<file path="src/rtl/proc_out_uart.sv">
// proc_out_uart: queues every change of the processor out0 register and sends each word as four
// back-to-back UART frames, low byte first. Define PROC_OUT_UART_PARITY_EN to add an even parity bit.
//
// state  | meaning
// IDLE   | line high; pops the head word when the FIFO is non-empty
// START  | start bit, line low
// DATA   | 8 data bits of the current byte, LSB first
// PARITY | even parity of the current byte (PROC_OUT_UART_PARITY_EN builds only)
// STOP   | stop bit, line high; then the next byte or back to IDLE
module proc_out_uart #(
  parameter int CLKS_PER_BIT = 4,
  parameter int FIFO_DEPTH   = 4
) (
  input  logic                        clk,
  input  logic                        rst,
  input  logic [31:0]                 out0,
  output logic                        tx,
  output logic                        busy,
  output logic [$clog2(FIFO_DEPTH):0] fifo_count,
  output logic                        overflow
);

  localparam int PTR_W = $clog2(FIFO_DEPTH);
  localparam int CNT_W = PTR_W + 1;
  localparam int TMR_W = $clog2(CLKS_PER_BIT);
  localparam logic [TMR_W-1:0] TMR_LAST = TMR_W'(CLKS_PER_BIT - 1);
  localparam logic [PTR_W-1:0] PTR_LAST = PTR_W'(FIFO_DEPTH - 1);
  localparam logic [CNT_W-1:0] CNT_FULL = CNT_W'(FIFO_DEPTH);

  typedef enum logic [2:0] {
    S_IDLE,
    S_START,
    S_DATA,
`ifdef PROC_OUT_UART_PARITY_EN
    S_PARITY,
`endif
    S_STOP
  } state_e;

  state_e           state_q, state_d;
  logic [31:0]      prev_q, prev_d;
  logic [31:0]      fifo_mem_q [FIFO_DEPTH];
  logic [PTR_W-1:0] wr_ptr_q, wr_ptr_d;
  logic [PTR_W-1:0] rd_ptr_q, rd_ptr_d;
  logic [CNT_W-1:0] count_q, count_d;
  logic             overflow_q, overflow_d;
  logic [31:0]      shift_q, shift_d;
  logic [1:0]       byte_idx_q, byte_idx_d;
  logic [2:0]       bit_idx_q, bit_idx_d;
  logic [TMR_W-1:0] timer_q, timer_d;
`ifdef PROC_OUT_UART_PARITY_EN
  logic             parity_q, parity_d;
`endif

  logic push_req;
  logic push_ok;
  logic pop;
  logic full;
  logic bit_done;

  // Change detect and word FIFO bookkeeping
  always_comb begin
    push_req   = (out0 != prev_q);
    prev_d     = out0;
    full       = (count_q == CNT_FULL);
    pop        = (state_q == S_IDLE) && (count_q != '0);
    // a pop on the same edge frees the slot, so a full FIFO still accepts the word
    push_ok    = push_req && (!full || pop);
    wr_ptr_d   = wr_ptr_q;
    rd_ptr_d   = rd_ptr_q;
    count_d    = count_q;
    overflow_d = overflow_q | (push_req & ~push_ok);
    if (push_ok) begin
      wr_ptr_d = (wr_ptr_q == PTR_LAST) ? '0 : wr_ptr_q + 1'b1;
    end
    if (pop) begin
      rd_ptr_d = (rd_ptr_q == PTR_LAST) ? '0 : rd_ptr_q + 1'b1;
    end
    case ({push_ok, pop})
      2'b10:   count_d = count_q + 1'b1;
      2'b01:   count_d = count_q - 1'b1;
      default: count_d = count_q;
    endcase
  end

  // Transmit FSM
  always_comb begin
    state_d    = state_q;
    shift_d    = shift_q;
    byte_idx_d = byte_idx_q;
    bit_idx_d  = bit_idx_q;
    timer_d    = timer_q;
`ifdef PROC_OUT_UART_PARITY_EN
    parity_d   = parity_q;
`endif
    tx         = 1'b1;
    bit_done   = (timer_q == TMR_LAST);
    case (state_q)
      S_IDLE: begin
        timer_d = '0;
        if (pop) begin
          shift_d    = fifo_mem_q[rd_ptr_q];
          byte_idx_d = '0;
          state_d    = S_START;
        end
      end
      S_START: begin
        tx = 1'b0;
        if (bit_done) begin
          timer_d   = '0;
          bit_idx_d = '0;
`ifdef PROC_OUT_UART_PARITY_EN
          parity_d  = 1'b0;
`endif
          state_d   = S_DATA;
        end else begin
          timer_d = timer_q + 1'b1;
        end
      end
      S_DATA: begin
        // the word shifts right one bit per data bit, so the next byte lands at bit 0
        tx = shift_q[0];
        if (bit_done) begin
          timer_d  = '0;
          shift_d  = {1'b0, shift_q[31:1]};
`ifdef PROC_OUT_UART_PARITY_EN
          parity_d = parity_q ^ shift_q[0];
`endif
          if (bit_idx_q == 3'd7) begin
`ifdef PROC_OUT_UART_PARITY_EN
            state_d = S_PARITY;
`else
            state_d = S_STOP;
`endif
          end else begin
            bit_idx_d = bit_idx_q + 1'b1;
          end
        end else begin
          timer_d = timer_q + 1'b1;
        end
      end
`ifdef PROC_OUT_UART_PARITY_EN
      S_PARITY: begin
        tx = parity_q;
        if (bit_done) begin
          timer_d = '0;
          state_d = S_STOP;
        end else begin
          timer_d = timer_q + 1'b1;
        end
      end
`endif
      S_STOP: begin
        tx = 1'b1;
        if (bit_done) begin
          timer_d = '0;
          if (byte_idx_q != 2'd3) begin
            byte_idx_d = byte_idx_q + 1'b1;
            state_d    = S_START;
          end else begin
            state_d = S_IDLE;
          end
        end else begin
          timer_d = timer_q + 1'b1;
        end
      end
      default: begin
        timer_d = '0;
        state_d = S_IDLE;
      end
    endcase
  end

  always_ff @(posedge clk) begin
    if (rst) begin
      state_q    <= S_IDLE;
      prev_q     <= '0;
      wr_ptr_q   <= '0;
      rd_ptr_q   <= '0;
      count_q    <= '0;
      overflow_q <= 1'b0;
      shift_q    <= '0;
      byte_idx_q <= '0;
      bit_idx_q  <= '0;
      timer_q    <= '0;
`ifdef PROC_OUT_UART_PARITY_EN
      parity_q   <= 1'b0;
`endif
    end else begin
      state_q    <= state_d;
      prev_q     <= prev_d;
      wr_ptr_q   <= wr_ptr_d;
      rd_ptr_q   <= rd_ptr_d;
      count_q    <= count_d;
      overflow_q <= overflow_d;
      shift_q    <= shift_d;
      byte_idx_q <= byte_idx_d;
      bit_idx_q  <= bit_idx_d;
      timer_q    <= timer_d;
`ifdef PROC_OUT_UART_PARITY_EN
      parity_q   <= parity_d;
`endif
    end
  end

  // Storage is not reset; the pointers and count define which entries are valid
  always_ff @(posedge clk) begin
    if (!rst && push_ok) begin
      fifo_mem_q[wr_ptr_q] <= out0;
    end
  end

  assign busy       = (count_q != '0) || (state_q != S_IDLE);
  assign fifo_count = count_q;
  assign overflow   = overflow_q;

endmodule

</file>
<file path="config.mk">
export PLATFORM = sky130hd
export DESIGN_NAME = proc_out_uart
export DESIGN_NICKNAME = d
export VERILOG_FILES = /design/src/rtl/proc_out_uart.sv
export SDC_FILE = /design/constraint.sdc
export NUM_CORES = 1
export LEC_CHECK = 0
export ABC_CLOCK_PERIOD_IN_PS = 7900
export CORE_MARGIN = 1
export CORE_UTILIZATION = 29
export CTS_CLUSTER_SIZE = 40
export DETAILED_ROUTE_END_ITERATION = 6
export GPL_ROUTABILITY_DRIVEN = 0
export PLACE_DENSITY = 0.47
export SYNTH_ARGS = -nofsm -noshare
export SYNTH_HDL_FRONTEND = slang
export SYNTH_SLANG_ARGS = --single-unit
</file>
<file path="constraint.sdc">
create_clock -name clk -period 7.9 [get_ports clk]
set_clock_uncertainty 0.05 [all_clocks]
set_input_delay 1.185 -clock clk [delete_from_list [all_inputs] [get_ports clk]]
set_output_delay 1.185 -clock clk [all_outputs]
set_load 0.05 [all_outputs]
</file>
### Word level (Yosys, flattened, before mapping)

Memory sizes are Yosys's and may differ from the RTL's. A register that Yosys moved wholly into a read port is not among the register bits.
Index checks and enable logic that the tools add are counted.

* register bits after elaboration: 82
* memory bits (writable): 128
* bits of input ports: 34
* output and inout port bits: 6
* word-level logic and storage cells: 87
* memories: 1

Memory list
* fifo_mem_q: words 4, width 32, read ports 1, clocked after Yosys merged registers in 1, write ports 1, RTL line 42 `logic [31:0] fifo_mem_q [FIFO_DEPTH];`

* add/sub/neg operators: 7
* equality and inequality tests: 19
* mux-type cells: 26
* bitwise logic cells: 4
* reduce and logical (&&, ||, !) cells: 20

Operators by type and width (count)
* 32-bit 2-to-1 mux: 2
* 32-bit case mux with 2 select lines: 1
* 32-bit != test: 1
* 3-bit 2-to-1 mux: 8
* 2-bit != test, second input constant: 8
* 2-bit 2-to-1 mux: 7
* 3-bit case mux with 2 select lines: 2
* 3-bit case mux with 4 select lines: 1
* 2-bit by 1-bit adder with 2-bit output, second input constant: 4
* 2-bit equality test, second input constant: 4
* 4-bit AND reduction: 2
* 2-bit nonzero test: 4
* 3-bit by 1-bit adder with 3-bit output, second input constant: 2
* 3-bit by 2-bit equality test with 1-bit output, second input constant: 2
* 3-bit equality test, second input constant: 2
* 3-bit nonzero test: 2
* 3-bit OR reduction: 2
* 5-bit AND reduction: 1
* 2-bit case mux with 2 select lines: 1
* 3-bit by 1-bit equality test with 1-bit output, second input constant: 1
* 1-bit logical AND: 3
* 3-bit logical NOT: 1
* 1-bit 2-to-1 mux: 3
* 3-bit AND reduction: 1
* other kinds (8): 11

### Logic depth before layout (Yosys ltp)

Gate-level depths: netlist of the first run.

* depth after elaboration: 7
* mapped depth: 12
* gate-level depth less buffers: 11

### Least setup slack after synthesis of the first run

OpenSTA, ideal clock, no wires.

* path kind: input port to flip-flop
* from: input out0[0]
* to: memory fifo_mem_q[1][0] (enable)
* library setup time: 0.468 ns
* arrival: 4.117 ns
* data required time: 7.382 ns
* slack: 3.265 ns
* cell stages on the path: 6
* path buffers: 0
* path through: xnor2_1 > nand4_1 > nor4_4 > nand2_1 > nand2_1 > nor3b_1

* cells in the longest elaborated chain, start to end: 5

RTL lines
* from (decl): RTL line 16 `input logic [31:0] out0,`
* 32-bit != test: RTL line 63 `push_req = (out0 != prev_q);`
* 1-bit logical AND: RTL line 68 `push_ok = push_req && (!full || pop);`
* 1-bit logical AND: RTL line 208 `if (!rst && push_ok) begin`
* 1-bit 2-to-1 mux: RTL line 208
* 1-bit 2-to-1 mux (not written as such): RTL line 209 `fifo_mem_q[wr_ptr_q] <= out0;`
* to (decl): RTL line 42

Every way passes these cells.

### Final worst setup path of the first run

* from: register state_q[0]
* to: output tx

* cells in the longest elaborated chain, start to end: 2
* elaborated cells on any way between the ends: 3
* those cells by class: eq/ne: 2; mux: 1

RTL lines
* from (decl): RTL line 40 `state_e state_q, state_d;`
* from (signal assigned): RTL line 190 `state_q <= state_d;`
* 3-bit by 2-bit equality test with 1-bit output / 3-bit by 1-bit equality test with 1-bit output (equally long branches): RTL line 98 `case (state_q)`
* 1-bit case mux with 2 select lines *: RTL line 98
* to (decl): RTL line 17 `output logic tx,`

Mark *: on every way between the ends. The rest lies on a longest branch, timed or not.

==> reports/qor.csv, run 1 <==
stage,metric,value,unit
worst_setup_path,reg2reg end,fifo_count[2],
clock_tree,Num Clock Sinks,211,
sta,max_slew headroom,38.4,%
worst_setup_path,critical path class,flop to primary output,
global_routing,initial antenna violation count,0,
finish,share of layout cells above drive strength 1,14.6,%
global_routing,global route total overflow,0,
synth,prevailing post-synth register cell,edfxtp_1,
sta,fmax,0.251,GHz
floorplan,Starting Density,29.7,%
synth,Post-Syn Area,8300,um2
worst_setup_path,Worst Setup End Kind,primary output,
hold_path,WHS Endpoint,timer_q[0],
floorplan,FP Rows,61,
sta,final setup TNS,0,ns
synth,largest cells by area after synthesis,"edfxtp_1, dfxtp_1, mux4_2",
floorplan,die area,29300,um2
power_and_ir_drop,total chip power,0.00342,W
worst_setup_path,r2r startpoint,fifo_count[0],
sta,fin crit period,3.99,ns
sta,Tcrit/Tclk final,50.4,%
global_routing,first-pass GRT wire length,27200,um
global_routing,Total GRT Usage,12.4,%
hold_path,Min-Delay Startpoint,timer_q[0],
clock_tree,post-cts resize count,0,
sta,setup ws final,3.91,ns
synth,Async SR Flop Fraction,0,%
synth,Syn Nets,588,
worst_setup_path,Reg2Reg Setup Slack,4.90,ns
placement,DP HPWL,10300,um
drt,Via Count,4475,
power_and_ir_drop,Cell Pwr Density,347,nW/um2
sta,Worst-Margin Slew,0.925,ns
hold_path,type of the worst min-delay path,flop to flop,
drt,wire length per cell,17.6,um
flow_run,max cap viols,0,
power_and_ir_drop,Max VDD drop,230,uV
sta,RSZ-0062 raised after global routing,false,
clock_tree,Hold Buf Count CTS,0,
finish,Syn-to-layout area delta,18.7,%
clock_tree,CTS tree,yes,
worst_setup_path,Startpoint Class,flop,
drt,1st-iter DRT viols,291,
clock_tree,number of CTS-inserted buffers,24,
synth,Synth warnings,0,
drt,drt drc,0,
worst_setup_path,worst r2r path cells,9,
synth,share of the synthesized area in the top cell type,46.3,%
drt,Pre-Repair DR Iteration Count,4,
synth,"EDFF count, synth",128,
global_routing,largest net degree at the start of global routing,76,
synth,post-synth cell types,38,
drt,final wirelength,17300,um
drt,Vias/cell,4.56,
synth,sequential-to-total area share from yosys stat,66.3,%
power_and_ir_drop,Leak,3.25,nW
worst_setup_path,Worst Path Arrival,2.75,ns
hold_path,hold depth,1,
sta,final setup vio count,0,
synth,leading area contributor after synthesis,edfxtp_1,
clock_tree,H-Tree Depth,1,
synth,top cell types by occurrence after synthesis,"edfxtp_1, dfxtp_1, nor2_1",
synth,Synth Instances,540,
floorplan,DIE HEIGHT,171,um
placement,Setup WS pre-CTS,3.72,ns
finish,ANT cells,0,
synth,Mean Syn Cell Area,15.4,um2
clock_tree,"Clk pin slew, worst setup/hold paths",0.05,ns
sta,Fin. Hold Viols,0,
synth,synthesis-stage register bit count,211,
synth,top-count cell post-synth,edfxtp_1,
floorplan,I/O pin count,40,
global_routing,number of global-route vias before repair,4619,
finish,nets,633,
clock_tree,Root Buffer,clkbuf_16,
floorplan,die width,171,um
sta,fin. max-slew vios,0,
worst_setup_path,crit path max fanout,40,
drt,number of antenna-violating nets in the routed design,0,
floorplan,CORE AREA,27900,um2
clock_tree,clk buf depth,3,
clock_tree,setup bufs post-CTS,0,
placement,port bufs,39,
clock_tree,Clock Latency Late Sink,0.51,ns
worst_setup_path,Crit path required time,6.66,ns
run_status,outcome,finished clean,
worst_setup_path,Setup crit start,state_q[0],
==> cell type report <==
type                       instances  area (um2)
fill                            2731       18100
sequential                       211        5510
multi-input combinational        293        2670
clock buffer                      35         683
tap                              378         473
timing repair buffer              48         453
clock inverter                     9        38.8
inverter                           7        26.3
==> cell usage in the layout (no fill, tap or decap), types with 2 or more instances in the layout <==
cell type          n
a22oi_1            3
nand4_1            9
nand3_1            3
nor2_1            47
a31oi_1            2
nor2b_1           39
clkbuf_16         25
a211oi_1          32
clkbuf_1           8
ha_1              12
nand2_1            8
a21oi_1            8
inv_1              7
clkdlybuf4s50_1   38
mux4_2            32
nor3_1             2
clkbuf_8           2
xnor2_1           34
mux2i_1           36
buf_4              9
nor3b_2            4
dfxtp_1           82
nor4_4             2
edfxtp_1         128
clkinv_1           5
o21ai_0            2
clkinv_2           4
nor4_1             2
nor4b_1            2
a22o_1             2
==> routing by layer <==
metal / part of all wire [%] / GRT usage, % / up-vias
met5: 0 / 0 / -
met4: 2.2 / 4.19 / 0
met3: 3.8 / 1.91 / 28
met2: 47 / 20.0 / 78
met1: 47 / 16.9 / 2248
li1: - / - / 2121
==> cell families (layout without fill, tap and decap cells) <==
logic type / count (synthesis) / after routing / share of synthesized area [%]
buffers and inverters: 36 / 99 / 1.93
AND/OR/NAND/NOR: 122 / 122 / 8.03
multiplexers: 70 / 70 / 13.3
XOR/XNOR: 34 / 34 / 3.59
AO/OA/AOI/OAI: 53 / 53 / 4.58
flip-flops: 211 / 211 / 66.3
adder cells (fa/ha/maj): 14 / 14 / 2.20
==> how the worst max path moves through the flow <==
| stage | end | slack, ns | cells after the start |
|---|---|---|---|
| final | tx | 3.91 | 5 |
| after global routing | tx | 3.79 | 5 |
| after CTS | tx | 3.85 | 5 |
| after detailed placement | fifo_count[1] | 3.72 | 11 |
| after global placement | fifo_count[1] | 3.80 | 11 |
| after floorplan | fifo_mem_q[1][0] | 3.27 | 6 |
==> power breakdown <==
group / total (W) / internal (W) / switching (W)
registers: 0.00142 / 0.00132 / 0.0000957
logic: 0.000996 / 0.000415 / 0.000580
clock network: 0.00101 / 0.000596 / 0.000409
total: 0.00342 / 0.00233 / 0.00109
==> critical path, cell delays in order (launching register included) <==
cell and delay (ns):
dfxtp_1 0.33, inv_1 0.12, ha_2 0.17, buf_4 0.54, mux2i_1 0.26, clkdlybuf4s50_1 0.82
==> metrics by stage <==
step	cells	cell area [um2]	util [%]	hold WS, ns
2_1_floorplan	540	8300	-	0.349
3_3_place_gp	937	9130	32.7	0.357
3_5_place_dp	937	9130	32.7	0.362
4_1_cts	981	9850	35.3	0.373
5_1_grt	981	9850	35.3	0.383
6_report	981	9850	35.3	0.370
==> sequential cells by signal, summed over array words and instances, names as in the netlist, named ones only <==
| register | flops |
|---|---|
| fifo_mem_q | 128 |
| prev_q | 32 |
| shift_q | 32 |
| bit_idx_q | 3 |
| fifo_count | 3 |
| byte_idx_q | 2 |
| rd_ptr_q | 2 |
| state_q | 2 |
| timer_q | 2 |
| wr_ptr_q | 2 |
| overflow | 1 |
(Power assumes the default switching activity.)
==> inputs of run 2 (changes only) <==
ABC_CLOCK_PERIOD_IN_PS = 3400   (was 7900)
PLACE_DENSITY = 0.49   (was 0.47)
clock period = 3.4 ns   (was 7.9 ns; I/O delays follow)
==> reports/qor.csv, run 2 (synthesized netlist as in run 1, its figures left out) <==
stage,metric,value,unit,change
global_routing,first-pass GRT wire length,26600,um,was 27200 um
clock_tree,CTS tree,yes,,unchanged
finish,"commonest non-fill, non-tap cell in the layout",edfxtp_1,,unchanged
power_and_ir_drop,Max VDD drop,450,uV,was 230 uV
clock_tree,setup bufs post-CTS,0,,unchanged
worst_setup_path,Worst Setup End Kind,primary output,,unchanged
sta,Worst-Margin Slew,0.822,ns,was 0.925 ns
clock_tree,H-Tree Depth,1,,unchanged
flow_run,max cap viols,0,,unchanged
global_routing,global route total overflow,0,,unchanged
sta,fin. max-slew vios,0,,unchanged
finish,share of layout cells above drive strength 1,15.8,%,was 14.6%
clock_tree,clk buf depth,3,,unchanged
worst_setup_path,critical path class,flop to primary output,,unchanged
finish,Syn-to-layout area delta,19.6,%,was 18.7%
clock_tree,Clock Latency Late Sink,0.52,ns,was 0.51 ns
global_routing,largest net degree at the start of global routing,64,,was 76
placement,port bufs,39,,unchanged
floorplan,I/O pin count,40,,unchanged
clock_tree,Num Clock Sinks,211,,unchanged
sta,Tcrit/Tclk final,84.6,%,
finish,nets,638,,was 633
sta,Fin. Hold Viols,0,,unchanged
worst_setup_path,Crit path required time,2.84,ns,was 6.66 ns
floorplan,CORE AREA,27900,um2,unchanged
sta,RSZ-0062 raised after global routing,false,,unchanged
global_routing,initial antenna violation count,0,,unchanged
floorplan,DIE HEIGHT,171,um,unchanged
finish,ANT cells,0,,unchanged
run_status,outcome,finished clean,,unchanged
placement,DP HPWL,10200,um,was 10300 um
worst_setup_path,Worst Path Arrival,2.32,ns,was 2.75 ns
finish,final core utilization,35.5,%,was 35.3%
drt,number of antenna-violating nets in the routed design,0,,unchanged
clock_tree,Root Buffer,clkbuf_16,,unchanged
sta,final setup vio count,0,,unchanged
floorplan,FP Rows,61,,unchanged
floorplan,die width,171,um,unchanged
drt,Pre-Repair DR Iteration Count,4,,unchanged
sta,max_slew headroom,45.2,%,was 38.4%
worst_setup_path,crit path max fanout,11,,was 40
power_and_ir_drop,Leak,3.29,nW,was 3.25 nW
drt,final wirelength,16900,um,was 17300 um
worst_setup_path,Startpoint Class,flop,,unchanged
drt,Via Count,4524,,was 4475
clock_tree,"Clk pin slew, worst setup/hold paths",0.06,ns,was 0.05 ns
finish,most frequent cells in the layout,"edfxtp_1, dfxtp_1, nor2_1",,unchanged
finish,fill count,2717,,was 2731
clock_tree,post-cts resize count,0,,unchanged
hold_path,type of the worst min-delay path,flop to flop,,unchanged
drt,drt drc,0,,unchanged
sta,fmax,0.348,GHz,
clock_tree,Hold Buf Count CTS,0,,unchanged
power_and_ir_drop,total chip power,0.00798,W,was 0.00342 W
clock_tree,number of CTS-inserted buffers,23,,was 24
finish,largest registers,"fifo_mem_q: 128 flops, prev_q: 32 flops, shift_q: 32 flops",,unchanged
global_routing,number of global-route vias before repair,4525,,was 4619
sta,fin crit period,2.88,ns,
drt,Vias/cell,4.59,,was 4.56
drt,1st-iter DRT viols,261,,was 291
global_routing,Total GRT Usage,12.1,%,was 12.4%
power_and_ir_drop,Cell Pwr Density,804,nW/um2,was 347 nW/um2
floorplan,die area,29300,um2,unchanged
drt,wire length per cell,17.2,um,was 17.6 um
finish,Top reg by flops,fifo_mem_q,,unchanged
floorplan,Starting Density,29.7,%,unchanged
finish,max reg flops,128,,unchanged
run 2: cell count changes in the layout (fill, tap and decap cells not counted), sizes merged:
cell,change
clkinv,-5
inv,+1
clkbuf,+2
buf,+6
run 2: cell type report:
type	instances	area, um2	share of cell area (%)
flip-flops and latches	211	5510	55.5
clock inverters	5	38.8	0.391
multi-input cells	293	2670	26.9
repair buffers	54	523	5.27
well taps	378	473	4.77
clock buffers	37	688	6.93
inverters	7	26.3	0.265
run 2: critical path: stages (launching register included):
cell	delay, ns
dfxtp_1	0.38
inv_1	0.10
ha_1	0.23
buf_4	0.19
nand2_1	0.11
clkdlybuf4s50_1	0.81
run 2: power breakdown:
part / total, W / leakage, nW / internal (W) / switching, W
registers: 0.00323 / 1.86 / 0.00307 / 0.000163
logic: 0.00239 / 1.07 / 0.000996 / 0.00139
clock network: 0.00235 / 0.359 / 0.00139 / 0.000965
total: 0.00798 / 3.29 / 0.00546 / 0.00252
run 2: final timing paths:
| check | start | cells past startpoint | end | slack [ns] |
|---|---|---|---|---|
| hold / removal | timer_q[0] | 1 | timer_q[0] | 0.38 |
| hold reg to reg | timer_q[0] | 1 | timer_q[0] | 0.38 |
| setup / recovery | state_q[0] | 5 | busy | 0.52 |
| setup reg to reg | fifo_count[0] | 10 | fifo_count[2] | 0.79 |
run 2: per-stage QoR:
stage | cell area, um2 | TNS, ns | setup WS (ns) | std cells | hold WS (ns)
5_1_grt | 9920 | 0 | 0.400 | 985 | 0.412
6_report | 9920 | 0 | 0.524 | 985 | 0.384
4_1_cts | 9920 | 0 | 0.508 | 985 | 0.381
2_1_floorplan | 8300 | -74.26 | -0.592 | 540 | 0.349
3_3_place_gp | 9200 | 0 | 0.0875 | 943 | 0.357
3_5_place_dp | 9200 | 0 | 0.0590 | 943 | 0.370
run 2: layer usage:
metal / vias up / part of all wire, % / global-route usage, %
met5: - / 0 / 0
met1: 2291 / 46 / 16.3
met2: 86 / 47 / 20.0
met3: 24 / 4.1 / 1.98
met4: 0 / 2.1 / 3.30
li1: 2123 / - / -
==> inputs of run 3 (changes only) <==
ABC_CLOCK_PERIOD_IN_PS = 2900   (was 3400)
PLACE_DENSITY = 0.47   (was 0.49)
clock period = 2.9 ns   (was 3.4 ns; I/O delays follow)
==> reports/qor.csv, run 3 (synthesized netlist as in run 1, its figures left out) <==
stage,metric,value,unit,change
worst_setup_path,CP Cell Sequence,"nor3_1, buf_4, nand2_1, clkdlybuf4s50_1",,"was inv_1, ha_1, buf_4, nand2_1, clkdlybuf4s50_1"
worst_setup_path,worst r2r path cells,10,,unchanged
floorplan,die area,29300,um2,unchanged
power_and_ir_drop,Leak,3.49,nW,was 3.29 nW
worst_setup_path,r2r startpoint,prev_q[18],,was fifo_count[0]
power_and_ir_drop,Max VDD drop,428,uV,was 450 uV
drt,Pre-Repair DR Iteration Count,4,,unchanged
drt,wire length per cell,17.7,um,was 17.2 um
clock_tree,Clock Latency Late Sink,0.52,ns,about the same
worst_setup_path,Worst Setup End Kind,primary output,,unchanged
hold_path,Min-Delay Startpoint,rst,,was timer_q[0]
run_status,outcome,finished clean,,unchanged
worst_setup_path,Startpoint Class,flop,,unchanged
worst_setup_path,critical path class,flop to primary output,,unchanged
drt,1st-iter DRT viols,309,,was 261
hold_path,hold depth,2,,was 1
hold_path,type of the worst min-delay path,primary input to flop,,was flop to flop
worst_setup_path,Crit path required time,2.41,ns,was 2.84 ns
finish,fill count,2718,,was 2717
power_and_ir_drop,clock power share,29.6,%,was 29.5%
clock_tree,H-Tree Depth,1,,unchanged
drt,Via Count,4644,,was 4524
power_and_ir_drop,Psw,0.00302,W,was 0.00252 W
finish,multi-input logic area,2670,um2,about the same
finish,most frequent cells in the layout,"edfxtp_1, dfxtp_1, nor2_1",,unchanged
placement,port bufs,39,,unchanged
sta,Fin. Hold Viols,0,,unchanged
sta,hold slack,0.193,ns,was 0.384 ns
power_and_ir_drop,combinational share of power,30.5,%,was 30.0%
finish,largest registers,"fifo_mem_q: 128 flops, prev_q: 32 flops, shift_q: 32 flops",,unchanged
global_routing,number of global-route vias before repair,4847,,was 4525
worst_setup_path,Worst Path Arrival,2.20,ns,was 2.32 ns
sta,RSZ-0062 raised after global routing,false,,unchanged
clock_tree,Root Buffer,clkbuf_16,,unchanged
sta,fin. max-slew vios,0,,unchanged
drt,Vias/cell,4.54,,was 4.59
power_and_ir_drop,total chip power,0.00961,W,was 0.00798 W
power_and_ir_drop,Cell Pwr Density,934,nW/um2,was 804 nW/um2
clock_tree,clk buf depth,3,,unchanged
worst_setup_path,crit path max fanout,6,,was 11
clock_tree,number of CTS-inserted buffers,24,,was 23
floorplan,die width,171,um,unchanged
global_routing,first-pass GRT wire length,28000,um,was 26600 um
finish,"commonest non-fill, non-tap cell in the layout",edfxtp_1,,unchanged
finish,share of layout cells above drive strength 1,20.9,%,was 15.8%
hold_path,WHS Endpoint,wr_ptr_q[1],,was timer_q[0]
floorplan,I/O pin count,40,,unchanged
finish,max reg flops,128,,unchanged
finish,nets,676,,was 638
flow_run,max cap viols,0,,unchanged
finish,ANT cells,0,,unchanged
sta,Tcrit/Tclk final,92.5,%,
sta,fmax,0.373,GHz,
sta,max_slew headroom,54.7,%,was 45.2%
floorplan,CORE AREA,27900,um2,unchanged
floorplan,FP Rows,61,,unchanged
sta,Worst-Margin Slew,0.680,ns,was 0.822 ns
worst_setup_path,"Slowest-stage cell, CP",clkdlybuf4s50_1,,unchanged
global_routing,Total GRT Usage,12.8,%,was 12.1%
power_and_ir_drop,internal power,0.00659,W,was 0.00546 W
floorplan,DIE HEIGHT,171,um,unchanged
drt,number of antenna-violating nets in the routed design,0,,unchanged
sta,final setup vio count,0,,unchanged
worst_setup_path,"Largest stage delay, worst path",0.81,ns,about the same
clock_tree,Num Clock Sinks,211,,unchanged
clock_tree,"Clk pin slew, worst setup/hold paths",0.06,ns,about the same
sta,fin crit period,2.68,ns,
drt,drt drc,0,,unchanged
finish,Top reg by flops,fifo_mem_q,,unchanged
floorplan,Starting Density,29.7,%,unchanged
finish,Syn-to-layout area delta,24.0,%,was 19.6%
power_and_ir_drop,sequential share of power,39.9,%,was 40.5%
worst_setup_path,Reg2Reg Setup Slack,0.50,ns,was 0.79 ns
placement,DP HPWL,11100,um,was 10200 um
worst_setup_path,reg2reg end,fifo_count[1],,was fifo_count[2]
finish,Seq. cell area,5510,um2,unchanged
global_routing,largest net degree at the start of global routing,64,,unchanged
global_routing,global route total overflow,0,,unchanged
clock_tree,setup bufs post-CTS,0,,unchanged
clock_tree,CTS tree,yes,,unchanged
power_and_ir_drop,sw frac,31.4,%,was 31.6%
drt,final wirelength,18100,um,was 16900 um
global_routing,initial antenna violation count,0,,unchanged
[run 3: cell count changes in the layout (fill, tap and decap cells not counted)]
cell / change
inv_16: -1
ha_2: +1
clkinv_2: +1
buf_4: +32
clkbuf_8: -1
ha_1: -1
clkbuf_16: +2
clkbuf_1: +1
buf_12: +5
[run 3: layout make-up]
class,count,area share [%]
inverters,7,0.255
repair buffers,91,8.39
well taps,378,4.60
flip-flops and latches,211,53.5
clock buffers,39,7.08
multi-input cells,293,26.0
clock inverters,5,0.231
[run 3: critical path, delay by kind of cell (launching register included)]
family / cells / cell delay (ns)
buf+inv: 2 / 0.98
flops: 1 / 0.49
simple gates: 2 / 0.21
[run 3: layer usage]
metal / up-vias / GRT usage, % / routed length [um]
met5: - / 0 / 0
met4: 0 / 3.69 / 363
met3: 23 / 2.35 / 655
met2: 69 / 21.3 / 8730
met1: 2345 / 17.0 / 8320
li1: 2207 / - / -
[run 3: what timing repair did]
action	in CTS	in global routing
endpoints found under the setup margin	0	1
hold buffers	0	0
hold endpoints to repair	0	0
gates resized for setup	0	1
[run 3: how the worst max path moves through the flow]
stage	startpoint	to	slack (ns)
final	fifo_count[0]	busy	0.22
after CTS	state_q[0]	busy	0.06
after global routing	state_q[1]	busy	0.10
after floorplan	fifo_count[0]	fifo_mem_q[1][0]	-1.09
after detailed placement	out0[17]	fifo_count[1]	-0.15
after global placement	out0[17]	fifo_count[1]	-0.09
[run 3: power by group through the flow]
stage	logic [W]	clock network [W]	registers (W)
2_1_floorplan	0.00210	0	0.00386
3_3_place_gp	0.00290	0	0.00388
3_5_place_dp	0.00296	0	0.00390
4_1_cts	0.00297	0.00294	0.00384
5_1_grt	0.00324	0.00306	0.00388
6_report	0.00293	0.00285	0.00383
[run 3: through the flow]
stage,area [um2],setup WS [ns],util [%],setup TNS [ns],instances
floorplan,8300,-1.09,-,-138.26,540
global placement,9540,-0.0884,34.1,-0.0884,980
detailed placement,9540,-0.147,34.1,-5.14,980
CTS,10300,0.0629,36.8,0,1024
global route,10300,0.105,36.8,0,1024
finish,10300,0.216,36.8,0,1024
